$ cat config.mk
export PLATFORM = sky130hd
export DESIGN_NAME = fetch_controller
export DESIGN_NICKNAME = d
export VERILOG_FILES = /design/src/rtl/fetch_controller_pkg.sv /design/src/rtl/fetch_controller_pc_next_select.sv /design/src/rtl/fetch_controller.sv
export SDC_FILE = /design/constraint.sdc
export NUM_CORES = 1
export LEC_CHECK = 0
export CAP_MARGIN = 10
export CORE_MARGIN = 1
export CORE_UTILIZATION = 35
export CTS_BUF_LIST = sky130_fd_sc_hd__clkbuf_4 sky130_fd_sc_hd__clkbuf_8 sky130_fd_sc_hd__clkbuf_16
export CTS_CLUSTER_DIAMETER = 80
export DETAILED_ROUTE_END_ITERATION = 8
export HOLD_SLACK_MARGIN = 0.02
export PLACE_DENSITY_LB_ADDON = 0.25
export RECOVER_POWER = 50
export SLEW_MARGIN = 20
export SYNTH_ARGS = -nofsm -noshare
export SYNTH_HDL_FRONTEND = slang
export SYNTH_SLANG_ARGS = --single-unit
$ cat constraint.sdc
create_clock -name CLK -period 4.15 [get_ports CLK]
set_input_delay 0.6225 -clock CLK [delete_from_list [all_inputs] [get_ports CLK]]
set_output_delay 0.6225 -clock CLK [all_outputs]
set_load 0.05 [all_outputs]
$ cat src/rtl/fetch_controller_pkg.sv
// Shared types and constants for the fetch-stage PC sequencer.
package fetch_controller_pkg;

  typedef enum logic [1:0] {
    BOOT  = 2'd0,
    FETCH = 2'd1,
    WAIT  = 2'd2,
    DRAIN = 2'd3
  } fetch_state_t;

  // Source of the next PC value
  typedef enum logic [1:0] {
    PC_HOLD  = 2'd0,
    PC_INC   = 2'd1,
    PC_REDIR = 2'd2,
    PC_PEND  = 2'd3
  } pc_sel_t;

  localparam logic [31:0] INSTR_BYTES          = 32'd4;
  localparam logic [31:0] DEFAULT_RESET_VECTOR = 32'h0000_0000;

  // Instructions are word aligned; low two address bits are always dropped
  function automatic logic [31:0] align_word(input logic [31:0] a);
    return {a[31:2], 2'b00};
  endfunction

endpackage

$ cat src/rtl/fetch_controller_pc_next_select.sv
// Next-PC mux: hold, sequential, redirect target or pending target.
module pc_next_select
  import fetch_controller_pkg::*;
(
  input  logic [31:0] pc_i,
  input  logic [31:0] pc_plus4_i,
  input  logic [31:0] redirect_target_i,
  input  logic [31:0] pending_i,
  input  pc_sel_t     sel_i,
  output logic [31:0] pc_next_o
);

  // Targets are forced word aligned so a misaligned redirect still fetches
  always_comb begin
    pc_next_o = pc_i;
    unique case (sel_i)
      PC_HOLD:  pc_next_o = pc_i;
      PC_INC:   pc_next_o = pc_plus4_i;
      PC_REDIR: pc_next_o = align_word(redirect_target_i);
      PC_PEND:  pc_next_o = align_word(pending_i);
      default:  pc_next_o = pc_i;
    endcase
  end

endmodule

$ cat src/rtl/fetch_controller.sv
// Fetch-stage PC sequencer: owns the PC, issues imem requests, and
// arbitrates redirect > stall > advance across a multi-cycle memory.
module fetch_controller
  import fetch_controller_pkg::*;
#(
  parameter logic [31:0] RESET_VECTOR = DEFAULT_RESET_VECTOR
) (
  input  logic        CLK,
  input  logic        RST_N,
  input  logic        Stall_F,
  input  logic        Redirect_Valid,
  input  logic [31:0] Redirect_Target,
  input  logic        IMem_Ready,
  output logic        IMem_Req,
  output logic [31:0] IMem_Addr,
  output logic [31:0] PC_Out,
  output logic [31:0] PC_Plus4,
  output logic        IF_Valid,
  output logic        Flush_D,
  output logic        Misaligned_Target
);

  fetch_state_t state_q, state_d;
  logic [31:0]  pc_q, pc_d;
  logic [31:0]  pend_q, pend_d;
  pc_sel_t      sel;
  logic         req_raw, ifv_raw;
  logic         active;

  // Single incrementer shared by the sequential path and the link output
  assign PC_Plus4 = pc_q + INSTR_BYTES;

  pc_next_select u_sel (
    .pc_i              (pc_q),
    .pc_plus4_i        (PC_Plus4),
    .redirect_target_i (Redirect_Target),
    .pending_i         (pend_q),
    .sel_i             (sel),
    .pc_next_o         (pc_d)
  );

  // Next-state, PC source and raw request/valid decode
  always_comb begin
    state_d = state_q;
    pend_d  = pend_q;
    sel     = PC_HOLD;
    req_raw = 1'b0;
    ifv_raw = 1'b0;
    unique case (state_q)
      BOOT: begin
        state_d = FETCH;
      end
      FETCH: begin
        req_raw = ~Stall_F | Redirect_Valid;
        if (Redirect_Valid) begin
          sel = PC_REDIR;
        end else if (Stall_F) begin
          sel = PC_HOLD;
        end else if (IMem_Ready) begin
          sel     = PC_INC;
          ifv_raw = 1'b1;
        end else begin
          state_d = WAIT;
        end
      end
      WAIT: begin
        // Request is in flight; address must stay put until ready
        req_raw = 1'b1;
        if (Redirect_Valid && IMem_Ready) begin
          sel     = PC_REDIR;
          state_d = FETCH;
        end else if (Redirect_Valid) begin
          pend_d  = align_word(Redirect_Target);
          state_d = DRAIN;
        end else if (IMem_Ready && Stall_F) begin
          // Completed but stalled: drop the word and refetch same PC
          state_d = FETCH;
        end else if (IMem_Ready) begin
          sel     = PC_INC;
          ifv_raw = 1'b1;
          state_d = FETCH;
        end
      end
      DRAIN: begin
        req_raw = 1'b1;
        if (Redirect_Valid) pend_d = align_word(Redirect_Target);
        if (IMem_Ready) begin
          sel     = Redirect_Valid ? PC_REDIR : PC_PEND;
          state_d = FETCH;
        end
      end
      default: state_d = BOOT;
    endcase
  end

  // PC, state and pending-target registers with synchronous reset
  always_ff @(posedge CLK) begin
    if (!RST_N) begin
      state_q <= BOOT;
      pc_q    <= RESET_VECTOR;
      pend_q  <= 32'h0;
    end else begin
      state_q <= state_d;
      pc_q    <= pc_d;
      pend_q  <= pend_d;
    end
  end

  // Outputs are masked while in reset and in BOOT
  assign active            = RST_N && (state_q != BOOT);
  assign IMem_Req          = active && req_raw;
  assign IF_Valid          = active && ifv_raw;
  assign Flush_D           = active && Redirect_Valid;
  assign Misaligned_Target = active && Redirect_Valid && (|Redirect_Target[1:0]);
  assign IMem_Addr         = pc_q;
  assign PC_Out            = pc_q;

endmodule

==> results.md, run 1 <==
* Outcome: finished with violations
* Failing checks: capacitance limit, slew limit
* CP arrival at 3040 ps
* Power Density at 621 mW/mm^2
* Chip width at 110 um
* Crit path largest cell delay at 810 ps
* Fmax at 273 MHz
* Placer Congestion at 0.857
* CTS tree: yes
* LEAKAGE at 2.18 nW
* WP buf/inv at 1
* Hold crit path type: flip-flop to flip-flop
* Initial DRC Count at 222
* DP HPWL at 8.23 mm
* Via count at 3726
* Post-Route Utilization at 48.6%
* Peak supply drop at 0.315 mV
* Number of synthesized flops with an enable pin at 0
* Max Cap Viol at 1
* Post-Place Setup Slack at 814 ps
* Reg clk slew, reported paths at 50 ps
* Tmin final at 3660 ps
* Htree depth at 3
* Headroom to the max-slew limit at -40.5%
* First-pass GRT wire length at 17.3 mm
* Max-slew violation count at 63
* RSZ-0062 raised after global routing: false
* Die height at 110 um
* Full die area at 0.0121 sq mm
* Post-route ant nets at 0
* # placed instances at 719
* FF-to-FF setup slack at 1660 ps
* CP Class: flip-flop to output pin
* Initial antenna violation count at 0
* Placed cell areas at 0.00522 sq mm
* Final WL at 11.3 mm
* Total clock sinks at 62
* Finished Cell Area at 0.00552 sq mm
* I/O pin count at 137
* Setup tns final at 0 ps
* Routed vias/inst at 5.07
* Total setup buffers inserted after CTS at 0
* CTS Root Cell: clkbuf_16
* Final hold vios at 0
* Total Routing Usage GR at 18.8%
* Crit path max fanout at 10
* # rows at 39
* Crit-path cells: ha_1, and3_1, nand4_4, nand2b_4, nor3_1, xor2_1, clkdlybuf4s50_1
* DR DRC count at 0
* Post-synth ARST share at 0%
* Antenna diodes at 0
* Yosys reg bits at 62
* Share of layout cells above drive strength 1 at 9.63%
* Clk_skew at 8.26 ps
* Initial Util at 35.9%
* Final instance count without filler cells at 735
* CTS buffer count at 9
* Worst-Skew Late Latency at 330 ps
* Final layout net count at 630
* Number of global-route vias before repair at 3389
* Avg WL per Cell at 15.4 um
* Cell Area, Synth at 0.00408 sq mm
* Required time worst endpoint at 3530 ps
* Slew @ Worst Pin at 2110 ps
* P&R area growth vs syn at 35.4%
* Router iterations before antenna repair at 4
* CTS max path bufs at 2
* Sequential share of the synthesized area at 30.4%
* Synth Flop Type: dfxtp_1
* Overall Power at 3.43 mW
* Fin crit share at 88.3%
* Cells after Synth at 504
* Type of origin of the critical path: flip-flop
* Final worst slack at 487 ps
* Core area at 0.0114 sq mm
* Worst Setup End Kind: output pin
* Post-Syn Area per Cell at 8.09 sq um
* Largest net degree at the start of global routing at 63
* Synth Warn # at 0
* Hold Slack at 460 ps
* CP delay by family, top: simple AND/OR/NAND/NOR gates
* Slowest-stage cell, CP: clkdlybuf4s50_1
* PortBufs at 130
* Post-cts sizing count at 0
* Total gr overflow at 0
* Final setup vio count at 0
* Post-synth cell types at 48
* # hold bufs at CTS at 0
-- layer usage --
| metal | wire, um | vias up | track usage (%) | part of all wire [%] |
|---|---|---|---|---|
| met4 | 174 | 0 | 5.52 | 1.5 |
| met5 | 0 | - | 0 | 0 |
| li1 | - | 1866 | - | - |
| met3 | 712 | 13 | 3.91 | 6.3 |
| met2 | 5210 | 117 | 29.8 | 46 |
| met1 | 5220 | 1730 | 25.7 | 46 |
-- cell usage after synthesis, types with 6 or more instances --
cell type | n | area share, %
mux2_1 | 7 | 1.9
ha_1 | 6 | 1.8
mux2_2 | 19 | 5.2
a21oi_1 | 21 | 2.6
nor2_1 | 19 | 1.7
xnor2_1 | 30 | 6.4
and4_1 | 6 | 1.3
a21boi_0 | 33 | 6.1
or3_1 | 6 | 0.92
inv_1 | 6 | 0.55
xor2_1 | 16 | 3.4
dfxtp_1 | 62 | 30
buf_2 | 10 | 1.2
clkbuf_1 | 20 | 1.8
buf_4 | 38 | 7.0
o21ai_0 | 35 | 4.3
nand2_1 | 80 | 7.4
and3_1 | 11 | 1.7
nand3_1 | 11 | 1.4
nor3_1 | 18 | 2.2
-- cells in the final DEF, fill, tap and decap left out, drive strengths merged, types with 3 or more instances in the layout --
master,n
a21boi,33
a21oi,21
a311oi,3
a31oi,4
and2,3
and3,11
and4,8
buf,9
clkbuf,13
clkdlybuf4s50,72
clkinv,3
conb,6
dfxtp,62
dlygate4sd3,54
ha,6
inv,6
mux2,26
nand2,80
nand3,12
nand4,6
nor2,19
nor3,19
o21a,4
o21ai,39
or3,6
xnor2,30
xor2,16
-- power breakdown --
| group | total, mW | switching [mW] | internal, mW |
|---|---|---|---|
| combinational | 1.78 | 1.21 | 0.577 |
| clock | 0.765 | 0.264 | 0.501 |
| sequential | 0.882 | 0.168 | 0.713 |
| total | 3.43 | 1.64 | 1.79 |
-- path summary, 6_finish.rpt --
| path | depth (start not counted) | start | endpoint |
|---|---|---|---|
| worst max-delay path | 7 | IMem_Addr[2] | PC_Plus4[30] |
| worst min-delay path | 2 | pend_q[19] | pend_q[19] |
| worst max register to register | 8 | state_q[1] | IMem_Addr[19] |
| worst min register to register | 2 | pend_q[19] | pend_q[19] |
-- area by class of cell --
type,instances,area [sq um]
clock buffers,12,260
clock inverters,4,45.0
fillers,1089,5850
inverters,6,22.5
multi-input cells,372,2420
flip-flops and latches,62,1240
well taps,143,179
repair buffers,136,1360
-- cells by family (layout without fill, tap and decap cells) --
logic type	Yosys count	after routing	share of synthesized area (%)
other cells	1	6	0.0920
mux	28	28	7.67
compound gates	112	112	17.0
fa+ha+maj	6	6	1.84
buf+inv	75	158	10.9
xor+xnor	46	46	9.88
flops	62	62	30.4
simple gates	174	174	22.2
-- state kept, by name, summed over array words and instances, names as in the netlist --
| name | cells |
|---|---|
| IMem_Addr | 30 |
| pend_q | 30 |
| state_q | 2 |
-- worst min-delay path, stage by stage, from the launching register on --
cell and delay, ps:
dfxtp_1 300, nand2_1 40, a21boi_0 60
Power figures use the tool's default switching activity.
==> run 2: changes to the inputs <==
- clock period: 4.15 -> 3.7 ns (I/O delays scaled with it)
==> results.md, run 2 (synthesis gave the netlist of run 1 again) <==
* Outcome: finished with violations
* Failing checks: capacitance limit, slew limit
* Hold crit path type: flip-flop to flip-flop
* CP arrival at 2950 ps
* Power Density at 712 mW/mm^2
* Reg clk slew, reported paths at 60 ps
* Full die area at 0.0121 sq mm
* Clk_skew at 4.87 ps
* Number of global-route vias before repair at 3531
* Routed vias/inst at 5.12
* Chip width at 110 um
* PortBufs at 130
* Post-route ant nets at 0
* RSZ-0062 raised after global routing: false
* LEAKAGE at 2.22 nW
* DP HPWL at 8.37 mm
* Initial antenna violation count at 0
* Final setup vio count at 0
* Fillers at 1108
* Required time worst endpoint at 3140 ps
* Avg WL per Cell at 15.7 um
* Total gr overflow at 0
* Setup tns final at 0 ps
* Worst-Skew Late Latency at 330 ps
* Antenna diodes at 0
* Overall Power at 3.99 mW
* # placed instances at 720
* FF-to-FF setup slack at 1210 ps
* I/O pin count at 137
* Crit path max fanout at 10
* Core area at 0.0114 sq mm
* Commonest cells after routing, fill and taps aside: 80 x nand2_1, 76 x clkdlybuf4s50_1, 62 x dfxtp_1
* Final WL at 11.6 mm
* Type of origin of the critical path: flip-flop
* Post-Place Setup Slack at 536 ps
* Crit path largest cell delay at 810 ps
* Slew @ Worst Pin at 2050 ps
* Largest net degree at the start of global routing at 63
* Total Routing Usage GR at 19.8%
* Final instance count without filler cells at 736
* Most common cell after layout, fill and taps aside: nand2_1
* CTS tree: yes
* Max-slew violation count at 63
* Fmax at 285 MHz
* CTS Root Cell: clkbuf_16
* Final layout net count at 631
* Placer Congestion at 0.889
* Crit-path cells: ha_1, and3_1, nand4_4, nand2b_4, nor2_1, xor2_1, clkdlybuf4s50_1
* CP Class: flip-flop to output pin
* DR DRC count at 0
* Worst Setup End Kind: output pin
* First-pass GRT wire length at 18.3 mm
* Initial DRC Count at 245
* Slowest-stage cell, CP: clkdlybuf4s50_1
* Total clock sinks at 62
* Tmin final at 3510 ps
* Peak supply drop at 0.320 mV
* Headroom to the max-slew limit at -37.0%
* Htree depth at 3
* Via count at 3768
* Max Cap Viol at 1
* Router iterations before antenna repair at 4
* Share of layout cells above drive strength 1 at 10.3%
* CTS buffer count at 9
* P&R area growth vs syn at 37.4%
* Fin crit share at 94.8%
* # rows at 39
* Initial Util at 35.9%
* Die height at 110 um
* Final worst slack at 193 ps
* CTS max path bufs at 2
* Final hold vios at 0
-- run 2: cell count changes in the layout (fill, tap and decap cells not counted) --
| cell | change |
|---|---|
| clkbuf_4 | -1 |
| dlymetal6s2s_1 | +2 |
| clkbuf_8 | -2 |
| o21ai_2 | +1 |
| clkinvlp_4 | +1 |
| clkdlybuf4s50_1 | +4 |
| o21ai_1 | -1 |
| bufinv_16 | +2 |
| dlygate4sd3_1 | -8 |
| buf_12 | +3 |
-- run 2: final cells by class --
type                    instances  area, sq um  area share (%)
clock buffers                   9          225            4.02
clock inverters                 7          113            2.01
inverters                       6         22.5           0.402
multi-input cells             372         2420            43.2
flip-flops and latches         62         1240            22.1
well taps                     143          179            3.19
repair buffers                137         1400            25.0
-- run 2: routing by layer --
metal / track usage (%) / wire (um) / vias up / share of wire (%)
met5: 0 / 0 / - / 0
met3: 3.50 / 531 / 18 / 4.6
met1: 27.4 / 5490 / 1758 / 47
met2: 30.4 / 5320 / 123 / 46
li1: - / - / 1869 / -
met4: 7.52 / 233 / 0 / 2.0
-- run 2: repair_timing --
| item | CTS | global route |
|---|---|---|
| hold buffers | 0 | 0 |
| resized for setup | 0 | 2 |
| endpoints found under the hold margin | 0 | 0 |
| buffers inserted | 0 | 0 |
| endpoints found under the setup margin | 0 | 2 |
-- run 2: report_power, final --
group | internal [mW] | leakage [nW] | switching (mW)
combinational | 0.668 | 1.55 | 1.37
sequential | 0.800 | 0.503 | 0.189
clock | 0.654 | 0.165 | 0.314
-- run 2: metrics by stage --
stage	hold slack, ps	cell area [sq um]	util (%)
floorplan	439	4100	-
global placement	446	5260	46.3
detailed placement	454	5270	46.3
CTS	461	5600	49.3
global route	496	5600	49.3
finish	464	5600	49.3
-- run 2: final timing paths --
check,startpoint,to,depth (start not counted)
worst max-delay path,IMem_Addr[2],PC_Plus4[24],7
worst min-delay path,pend_q[24],pend_q[24],2
worst max register to register,state_q[0],IMem_Addr[16],8
worst min register to register,pend_q[24],pend_q[24],2
-- run 2: worst max-delay path, delay by kind of cell, from the launching register on --
family,cells,cell delay [ps]
AND/OR/NAND/NOR,4,890
buffers and inverters,1,810
flip-flops,1,480
adder cells (fa/ha/maj),1,290
XOR/XNOR,1,150
